`src/rtl/vdp_arb_pkg.sv`:
```
// Shared types and constants for the two-master VDP host-port arbiter.
package vdp_arb_pkg;

  localparam int ADDR_W = 5;
  localparam int DATA_W = 16;

  localparam logic [DATA_W-1:0] TIMEOUT_DATA = 16'hFFFF;

  typedef enum logic [1:0] {IDLE, WAIT_ACK, RELEASE} arb_state_t;
  typedef enum logic {GRANT_M0, GRANT_M1} grant_t;

  // One host-port request as it is presented to the VDP.
  typedef struct packed {
    logic              sel;
    logic              rnw;
    logic [ADDR_W-1:0] a;
    logic [DATA_W-1:0] di;
    logic              uds_n;
    logic              lds_n;
  } host_req_t;

  // Registered response returned to one master.
  typedef struct packed {
    logic [DATA_W-1:0] rdata;
    logic              dtack_n;
    logic              err;
  } host_rsp_t;

  localparam host_req_t REQ_IDLE = '{sel: 1'b0, rnw: 1'b1, a: '0, di: '0,
                                     uds_n: 1'b1, lds_n: 1'b1};
  localparam host_rsp_t RSP_IDLE = '{rdata: '0, dtack_n: 1'b1, err: 1'b0};

endpackage

```
`src/rtl/vdp_host_if.sv`:
```
// 68k-style host bus: the master drives the request, the slave answers with data and DTACK.
interface vdp_host_if;
  import vdp_arb_pkg::*;

  logic              sel;
  logic              rnw;
  logic [ADDR_W-1:0] a;
  logic [DATA_W-1:0] di;
  logic              uds_n;
  logic              lds_n;
  logic [DATA_W-1:0] rdata;
  logic              dtack_n;
  logic              err;

  modport master (output sel, rnw, a, di, uds_n, lds_n,
                  input  rdata, dtack_n, err);
  modport slave  (input  sel, rnw, a, di, uds_n, lds_n,
                  output rdata, dtack_n, err);
endinterface

```
`src/rtl/vdp_arb_pick.sv`:
```
// Two-way winner select: fixed M0 priority or round-robin against the last grant.
module vdp_arb_pick
  import vdp_arb_pkg::*;
(
  input  logic   m0_sel,
  input  logic   m1_sel,
  input  logic   m0_priority,
  input  grant_t last_grant,
  output grant_t winner
);

  // NOTE: every always_comb output gets a default first so no path can infer a latch.
  always_comb begin
    winner = GRANT_M0;
    if (m1_sel && !m0_sel) begin
      winner = GRANT_M1;
    end else if (m0_sel && m1_sel && !m0_priority) begin
      winner = (last_grant == GRANT_M0) ? GRANT_M1 : GRANT_M0;
    end
  end

endmodule

```
`src/rtl/vdp_host_arbiter.sv`:
```
// Shares the single VDP host port between the init sequencer (M0) and the CPU bus (M1),
// with a per-cycle DTACK timeout so a silent VDP cannot hold the port forever.
module vdp_host_arbiter
  import vdp_arb_pkg::*;
#(
  parameter  int TIMEOUT = 64,
  localparam int CNT_W   = $clog2(TIMEOUT + 1)
) (
  input  logic       clk,
  input  logic       rst_n,
  input  logic       m0_priority,
  vdp_host_if.slave  m0,
  vdp_host_if.slave  m1,
  vdp_host_if.master vdp
);

  arb_state_t       state_q, state_d;
  grant_t           grant_q, grant_d;
  grant_t           last_q, last_d;
  grant_t           winner;
  logic [CNT_W-1:0] cnt_q, cnt_d;
  host_req_t        vdp_q, vdp_d;
  host_rsp_t        rsp_q [2];
  host_rsp_t        rsp_d [2];
  host_req_t        req   [2];
  logic             ack;
  logic             timed_out;

  assign req[0] = '{sel: m0.sel, rnw: m0.rnw, a: m0.a, di: m0.di,
                    uds_n: m0.uds_n, lds_n: m0.lds_n};
  assign req[1] = '{sel: m1.sel, rnw: m1.rnw, a: m1.a, di: m1.di,
                    uds_n: m1.uds_n, lds_n: m1.lds_n};

  vdp_arb_pick u_pick (
    .m0_sel      (m0.sel),
    .m1_sel      (m1.sel),
    .m0_priority (m0_priority),
    .last_grant  (last_q),
    .winner      (winner)
  );

  assign ack       = ~vdp.dtack_n;
  assign timed_out = (cnt_q == CNT_W'(TIMEOUT - 1));

  always_comb begin
    state_d = state_q;
    grant_d = grant_q;
    last_d  = last_q;
    cnt_d   = cnt_q;
    vdp_d   = vdp_q;
    rsp_d   = rsp_q;

    unique case (state_q)
      IDLE: begin
        if (req[0].sel || req[1].sel) begin
          vdp_d     = req[winner];
          vdp_d.sel = 1'b1;
          grant_d   = winner;
          cnt_d     = '0;
          state_d   = WAIT_ACK;
        end
      end

      WAIT_ACK: begin
        // A real ack wins over a timeout landing on the same cycle.
        if (ack || timed_out) begin
          vdp_d.sel = 1'b0;
          if (vdp_q.rnw) begin
            rsp_d[grant_q].rdata = ack ? vdp.rdata : TIMEOUT_DATA;
          end
          rsp_d[grant_q].dtack_n = 1'b0;
          rsp_d[grant_q].err     = ~ack;
          last_d  = grant_q;
          cnt_d   = '0;
          state_d = RELEASE;
        end else if (cnt_q != '1) begin
          cnt_d = cnt_q + 1'b1;
        end
      end

      RELEASE: begin
        if (!req[grant_q].sel) begin
          rsp_d[grant_q].dtack_n = 1'b1;
          rsp_d[grant_q].err     = 1'b0;
          state_d = IDLE;
        end
      end

      default: begin
        state_d = IDLE;
      end
    endcase
  end

  // NOTE: reset is sampled on the clock edge only, so it sits inside the clocked branch.
  // NOTE: clocked state uses non-blocking (<=) so every register sees pre-edge values.
  always_ff @(posedge clk) begin
    if (!rst_n) begin
      state_q  <= IDLE;
      grant_q  <= GRANT_M0;
      last_q   <= GRANT_M1;
      cnt_q    <= '0;
      vdp_q    <= REQ_IDLE;
      rsp_q[0] <= RSP_IDLE;
      rsp_q[1] <= RSP_IDLE;
    end else begin
      state_q  <= state_d;
      grant_q  <= grant_d;
      last_q   <= last_d;
      cnt_q    <= cnt_d;
      vdp_q    <= vdp_d;
      rsp_q[0] <= rsp_d[0];
      rsp_q[1] <= rsp_d[1];
    end
  end

  assign vdp.sel   = vdp_q.sel;
  assign vdp.rnw   = vdp_q.rnw;
  assign vdp.a     = vdp_q.a;
  assign vdp.di    = vdp_q.di;
  assign vdp.uds_n = vdp_q.uds_n;
  assign vdp.lds_n = vdp_q.lds_n;

  assign m0.rdata   = rsp_q[0].rdata;
  assign m0.dtack_n = rsp_q[0].dtack_n;
  assign m0.err     = rsp_q[0].err;
  assign m1.rdata   = rsp_q[1].rdata;
  assign m1.dtack_n = rsp_q[1].dtack_n;
  assign m1.err     = rsp_q[1].err;

endmodule
```
`src/flat_wrapper.sv`:
```
// flat-port wrapper written by rule: the top's interface ports become plain ports
module vdp_host_arbiter_flat import vdp_arb_pkg::*;
#(
  parameter  int TIMEOUT = 64,
  localparam int CNT_W   = $clog2(TIMEOUT + 1)
)
  (clk, rst_n, m0_priority, m0_sel, m0_rnw, m0_a, m0_di, m0_uds_n, m0_lds_n, m0_rdata, m0_dtack_n, m0_err, m1_sel, m1_rnw, m1_a, m1_di, m1_uds_n, m1_lds_n, m1_rdata, m1_dtack_n, m1_err, vdp_sel, vdp_rnw, vdp_a, vdp_di, vdp_uds_n, vdp_lds_n, vdp_rdata, vdp_dtack_n, vdp_err);
  vdp_host_if m0_i ();
  vdp_host_if m1_i ();
  vdp_host_if vdp_i ();
  input  logic clk;
  input  logic rst_n;
  input  logic m0_priority;
  input wire logic [$bits(m0_i.sel)-1:0] m0_sel;
  input wire logic [$bits(m0_i.rnw)-1:0] m0_rnw;
  input wire logic [$bits(m0_i.a)-1:0] m0_a;
  input wire logic [$bits(m0_i.di)-1:0] m0_di;
  input wire logic [$bits(m0_i.uds_n)-1:0] m0_uds_n;
  input wire logic [$bits(m0_i.lds_n)-1:0] m0_lds_n;
  output wire logic [$bits(m0_i.rdata)-1:0] m0_rdata;
  output wire logic [$bits(m0_i.dtack_n)-1:0] m0_dtack_n;
  output wire logic [$bits(m0_i.err)-1:0] m0_err;
  input wire logic [$bits(m1_i.sel)-1:0] m1_sel;
  input wire logic [$bits(m1_i.rnw)-1:0] m1_rnw;
  input wire logic [$bits(m1_i.a)-1:0] m1_a;
  input wire logic [$bits(m1_i.di)-1:0] m1_di;
  input wire logic [$bits(m1_i.uds_n)-1:0] m1_uds_n;
  input wire logic [$bits(m1_i.lds_n)-1:0] m1_lds_n;
  output wire logic [$bits(m1_i.rdata)-1:0] m1_rdata;
  output wire logic [$bits(m1_i.dtack_n)-1:0] m1_dtack_n;
  output wire logic [$bits(m1_i.err)-1:0] m1_err;
  output wire logic [$bits(vdp_i.sel)-1:0] vdp_sel;
  output wire logic [$bits(vdp_i.rnw)-1:0] vdp_rnw;
  output wire logic [$bits(vdp_i.a)-1:0] vdp_a;
  output wire logic [$bits(vdp_i.di)-1:0] vdp_di;
  output wire logic [$bits(vdp_i.uds_n)-1:0] vdp_uds_n;
  output wire logic [$bits(vdp_i.lds_n)-1:0] vdp_lds_n;
  input wire logic [$bits(vdp_i.rdata)-1:0] vdp_rdata;
  input wire logic [$bits(vdp_i.dtack_n)-1:0] vdp_dtack_n;
  input wire logic [$bits(vdp_i.err)-1:0] vdp_err;
  assign m0_i.sel = m0_sel;
  assign m0_i.rnw = m0_rnw;
  assign m0_i.a = m0_a;
  assign m0_i.di = m0_di;
  assign m0_i.uds_n = m0_uds_n;
  assign m0_i.lds_n = m0_lds_n;
  assign m0_rdata = m0_i.rdata;
  assign m0_dtack_n = m0_i.dtack_n;
  assign m0_err = m0_i.err;
  assign m1_i.sel = m1_sel;
  assign m1_i.rnw = m1_rnw;
  assign m1_i.a = m1_a;
  assign m1_i.di = m1_di;
  assign m1_i.uds_n = m1_uds_n;
  assign m1_i.lds_n = m1_lds_n;
  assign m1_rdata = m1_i.rdata;
  assign m1_dtack_n = m1_i.dtack_n;
  assign m1_err = m1_i.err;
  assign vdp_sel = vdp_i.sel;
  assign vdp_rnw = vdp_i.rnw;
  assign vdp_a = vdp_i.a;
  assign vdp_di = vdp_i.di;
  assign vdp_uds_n = vdp_i.uds_n;
  assign vdp_lds_n = vdp_i.lds_n;
  assign vdp_i.rdata = vdp_rdata;
  assign vdp_i.dtack_n = vdp_dtack_n;
  assign vdp_i.err = vdp_err;
  vdp_host_arbiter #(.TIMEOUT(TIMEOUT)) u_core (.clk(clk), .rst_n(rst_n), .m0_priority(m0_priority), .m0(m0_i), .m1(m1_i), .vdp(vdp_i));
endmodule
```
`config.mk`:
```
export PLATFORM = sky130hd
export DESIGN_NAME = vdp_host_arbiter_flat
export DESIGN_NICKNAME = d
export VERILOG_FILES = /design/src/rtl/vdp_arb_pkg.sv /design/src/rtl/vdp_host_if.sv /design/src/rtl/vdp_arb_pick.sv /design/src/rtl/vdp_host_arbiter.sv /design/src/flat_wrapper.sv
export SDC_FILE = /design/constraint.sdc
export NUM_CORES = 1
export LEC_CHECK = 0
export CORE_ASPECT_RATIO = 2
export CORE_MARGIN = 2
export CORE_UTILIZATION = 42
export DETAILED_ROUTE_END_ITERATION = 7
export MAX_ROUTING_LAYER = met4
export PLACE_DENSITY = 0.8
export SLEW_MARGIN = 0
export SYNTH_ARGS = -nofsm -noshare
export SYNTH_HDL_FRONTEND = slang
export SYNTH_HIERARCHICAL = 1
export SYNTH_SLANG_ARGS = --single-unit
```
`constraint.sdc`:
```
create_clock -name clk -period 2.3 [get_ports clk]
set_input_delay 0.345 -clock clk [delete_from_list [all_inputs] [get_ports clk]]
set_output_delay 0.345 -clock clk [all_outputs]
set_load 0.02 [all_outputs]
```
# Yosys cells after proc, flatten, opt, wreduce, memory -nomap -nowiden
# Index checks and enable logic that the tools add are counted.
# word_totals
regBits	72
output_inout_bits	61
in_bits	71
ram_bits	0
mem_bits_ro	0
mem_count	0
word_cells	86
latchBits	0
# classes
bitwise_logic	3
mul	0
add_sub_neg	1
shifts	0
reduce_logical	17
magnitude_cmp	3
div	0
n_mux	38
n_eq_ne	8
# op_table
op	count
bitwise mux 36 bit	5
2-to-1 mux 36 bit	5
2-to-1 mux 25 bit	4
2-to-1 mux 24 bit	3
case mux 36 bit (2 select lines)	1
demux 18 bit (select 1 bit)	3
2-to-1 mux 7 bit	3
2-to-1 mux 18 bit	1
2-to-1 mux 16 bit	1
case mux 7 bit (2 select lines)	1
AND reduction 3 bit	4
2-to-1 mux 2 bit	4
adder 7 x 1 -> 7 bit (second input constant)	1
equality test 7 x 6 -> 1 bit (second input constant)	1
inequality test 7 bit (second input constant)	1
case mux 2 bit (3 select lines)	1
2-to-1 mux 1 bit	5
>= comparator 2 bit (second input constant)	2
logical AND 1 bit	4
inequality test 2 x 1 -> 1 bit (second input constant)	2
inverter 1 -> 2 bit	2
AND reduction 2 bit	2
nonzero test 2 bit	2
inequality test 3 x 1 -> 1 bit (second input constant)	1
other kinds (9)	11

# Depth between registers and ports, before layout
# depth
word_depth	13
mapped_depth	7
mapped_depth_nobuf	5

# Modules after synthesis
# The synthesis kept the hierarchy.
# by_module_without_submodules
module	seq_area_each_um2	area_each_um2	cells_each	instances
vdp_host_arbiter	1441.4	3064.2	280	1
vdp_arb_pick	0.0	11.3	2	1

# Worst setup path before layout
# Ideal clock, no wire load.
# synth_timing
path_kind	reg2reg
startpoint	register u_core.cnt_q[0]
endpoint	register u_core.rsp_q, in the netlist u_core/m1.rdata[7]
period_less_slack_ns	1.902
path_stages_with_launch	8
path_buffers	2
required_time_ns	2.181
setup_slack_ns	0.398
setup_ns	0.119
t_arrival_ns	1.784
path_cell_list	dfxtp_1 > ha_1 > and4_1 > a31oi_1 > buf_2 > nor3_4 > buf_2 > o221a_2
# synth_between
elab_chain_cells	4
# synth_lines
item	line	text
start: declaration	vdp_host_arbiter.sv:21	logic [CNT_W-1:0] cnt_q, cnt_d;
start signal: assignment	vdp_host_arbiter.sv:110	cnt_q <= cnt_d;
equality test 7 x 6 -> 1 bit	vdp_host_arbiter.sv:43	assign timed_out = (cnt_q == CNT_W'(TIMEOUT - 1));
logical OR 1 bit	vdp_host_arbiter.sv:66	if (ack || timed_out) begin
inequality test 2 x 1 -> 1 bit (no source line)	-	
AND reduction 3 bit (no source line)	-	
end: declaration	vdp_host_arbiter.sv:23	host_rsp_t rsp_q [2];
# Every way passes these cells.
# A chain may end at the register's enable or synchronous reset.

# Worst setup path after layout
# layout_timing
startpoint	register u_core.state_q[0]
endpoint	register u_core.rsp_q, in the netlist u_core/m1.rdata[12]
# layout_between
elab_chain_cells	3
word_cells_on_any_way	7
cone_classes	eq/ne (4); mux (1); reduce/logical (2)
# layout_lines
item	line	text
start: declaration	vdp_host_arbiter.sv:17	arb_state_t state_q, state_d;
start signal: assignment	vdp_host_arbiter.sv:107	state_q <= state_d;
equality test 2 bit / equality test 2 x 1 -> 1 bit (equally long branches)	vdp_host_arbiter.sv:53	unique case (state_q)
inequality test 2 bit (no source line) (tied with other cells)	-	
AND reduction 3 bit (no source line)	-	
# Parallel ways exist; a longest one is shown, timed or not.

==> impl_metrics.toml <==
[synth]
yosys.cell_types.count = 51
yosys_warnings = 6
synth_ff_type = "dfxtp_1"
postSynthAreaPerCell_um2 = 10.9
synth-simple-area-share_pct = 13.1
synth_compound_area_share_pct = 26.6
synth_seq_area_share_pct = 46.9
synthArstFlopShare_pct = 0
synthXorXnorAreaFrac_pct = 0
synth_fa_ha_area_share_pct = 0.407
synthCells = 282
muxShareOfSynthArea_pct = 8.46
synth-edff-count = 0
synth_top_family_by_area = "compound AO/OA/AOI/OAI gates"
ys_ff_latch = 72
syn_area_mm2 = 0.00308
syn_nets = 354

[placed_design]
place_inst = 487
portBuffers = 130
place_congestion = 0.849
dp_hpwl_um = 5990

[power]
ir_worst_vdd_mv = 0.616
leakagePower_nw = 1.93
power.density_mw_per_mm2 = 773

[clock_network]
htreeDepth = 3
hold_buffers = 0
cts_tree = "yes"
cts.path.max_buffers = 2
post-cts-setup-buffer-count = 0
clk_latency_ns = 0.34
clk_pin_slew_ns = 0.06
clock-sinks = 72
cts_buffers = 9
cts-root-buf = "clkbuf_16"
ctsResizeCount = 0

[grt]
grt_first_pass_wirelength_um = 14000
grt_use_total_pct = 22.8
grt-ovfl-total = 0
grt_pass1_vias = 2885
grt_max_degree = 45
antenna_found_initial = 0

[cells_and_area]
area_growth_pct = 54.3
nets = 478
diodes = 0
drive_gt1_share_pct = 12.9
final_cell_count_no_fill = 503

[status]
outcome = "finished clean"

[sta]
fin_crit_ns = 2.05
rsz0062_at_grt = "no"
hold_violations = 0
setup_viol = 0
skew_ns = 0.00674
fmax_mhz = 487
maxSlewViolCount = 0
worst-slew-pin-transition_ns = 0.591
setup_tns_ns = 0
slew_headroom_pct = 60.6
period_share_pct = 89.3

[worst_setup_path]
cp.arrival_ns = 2.28
path_max_fanout = 16
cp.required_ns = 2.52
cpPeakStageDelay_ns = 0.62
cp_slowest_cell = "or3_1"
path_cells = "nor2b_4 -> o21ai_2 -> or3_1 -> o221a_2"
path_buf_inv = 0
reg2reg_depth = 4
end_kind = "register"
cp-start-kind = "register"
path_class = "register to register"
cp_top_family = "simple AND/OR/NAND/NOR gates"
crit_cells = 4

[worst_hold_path]
holdCritPathClass = "primary input to register"
whs_path_depth = 2

[job]
cap_violations = 0

[route]
post_drt_wl_per_cell_um = 16.4
drtAntennaViolNets = 0
firstDrtPassIters = 5
drt_iter0_drc = 250
vias_per_cell = 5.55
route.detailed.drc = 0
wl_um = 8250
vias = 2793

[floorplan]
num_io_pins = 132
die_h_um = 125
floorplan.rows = 44
die-area_mm2 = 0.00806
core_area_mm2 = 0.00716
die_w_um = 64.5
initial_core_util_pct = 43.0
==> registers in the layout (all words and copies together) (netlist names), 2 cells and up <==
name	count
u_core/cnt_q	7
u_core/m0.rdata	16
u_core/m1.rdata	16
u_core/state_q	2
u_core/vdp.a	5
u_core/vdp.di	16
==> Yosys cell counts, types with 2 or more instances <==
cell type / number / area share (%)
o21ai_0: 4 / 0.65
a21oi_1: 3 / 0.49
clkbuf_1: 15 / 1.8
a21o_1: 2 / 0.49
or2_2: 2 / 0.41
o221a_2: 15 / 5.5
and2_1: 2 / 0.41
nand2_1: 31 / 3.8
nor2_1: 2 / 0.24
buf_1: 2 / 0.24
o21a_1: 2 / 0.49
a21boi_0: 2 / 0.49
buf_6: 3 / 1.1
o211a_1: 22 / 7.2
dfxtp_1: 72 / 47
nand4_1: 2 / 0.41
nor3_1: 3 / 0.49
o31ai_1: 2 / 0.49
buf_2: 5 / 0.81
and3_1: 3 / 0.61
nor3b_1: 2 / 0.49
mux2i_1: 26 / 8.5
o211ai_1: 7 / 1.7
nand3_1: 10 / 1.6
o221a_1: 17 / 6.2
==> worst paths after layout <==
kind | startpoint | endpoint | slack (ns)
worst max-delay path | u_core/state_q[0] | u_core/m1.rdata[12] | 0.25
worst min register to register | u_core/cnt_q[1] | u_core/cnt_q[1] | 0.48
worst min-delay path | rst_n | u_core/vdp.rnw | 0.33
worst max register to register | u_core/state_q[0] | u_core/m1.rdata[12] | 0.25
==> report_power, final <==
part | leakage, nW | internal, mW | switching, mW
clock network | 0.150 | 0.850 | 0.560
registers | 0.591 | 1.36 | 0.0737
logic | 1.19 | 0.438 | 0.386
==> through the flow <==
| step | area [µm²] | hold slack (ns) | utilization [%] | total power [mW] | setup WS [ns] |
|---|---|---|---|---|---|
| CTS | 4750 | 0.317 | 66.3 | 3.70 | 0.266 |
| detailed placement | 4440 | 0.475 | 62.1 | 2.28 | 0.0438 |
| global placement | 4440 | 0.458 | 62.1 | 2.26 | 0.101 |
| global route | 4750 | 0.339 | 66.3 | 3.83 | 0.115 |
| finish | 4750 | 0.331 | 66.3 | 3.67 | 0.246 |
| floorplan | 3080 | 0.445 | - | 1.88 | 0.398 |
==> area by class of cell <==
class	instances	area, µm²
clock inverters	7	78.8
flip-flops and latches	72	1440
inverters	1	3.75
repair buffers	139	1390
clock buffers	9	225
well taps	92	115
fillers	562	2410
multi-input cells	183	1490
==> routing by layer <==
metal / global-route usage [%] / vias up / part of all wire [%]
met4: 10.1 / 0 / 1.8
met2: 36.3 / 132 / 50
met3: 5.13 / 12 / 6.3
met1: 27.1 / 1304 / 42
met5: - / - / 0
li1: - / 1345 / -
==> worst reg2reg max path: cells and delay by family, from the launching register on <==
| kind | cells | cell delay, ns |
|---|---|---|
| flops | 1 | 0.53 |
| compound gates | 2 | 0.50 |
| simple gates | 2 | 0.93 |
==> placed cells by master, fill, tap and decap left out, drive strengths merged, types with 3 or more instances in the layout <==
| master | count |
|---|---|
| a21oi | 3 |
| and3 | 3 |
| buf | 10 |
| clkbuf | 9 |
| clkdlybuf4s50 | 129 |
| clkinv | 4 |
| dfxtp | 72 |
| inv | 3 |
| mux2i | 26 |
| nand2 | 31 |
| nand3 | 10 |
| nor3 | 4 |
| nor3b | 3 |
| o211a | 22 |
| o211ai | 7 |
| o21ai | 6 |
| o221a | 32 |
==> logic make-up after synthesis <==
logic type | Yosys count
adders and majority gates | 1
AOI/OAI and AO/OA | 86
DFF | 72
and+or+nand+nor | 70
muxes | 26
buffers and inverters | 27
Power figures use the tool's default switching activity.
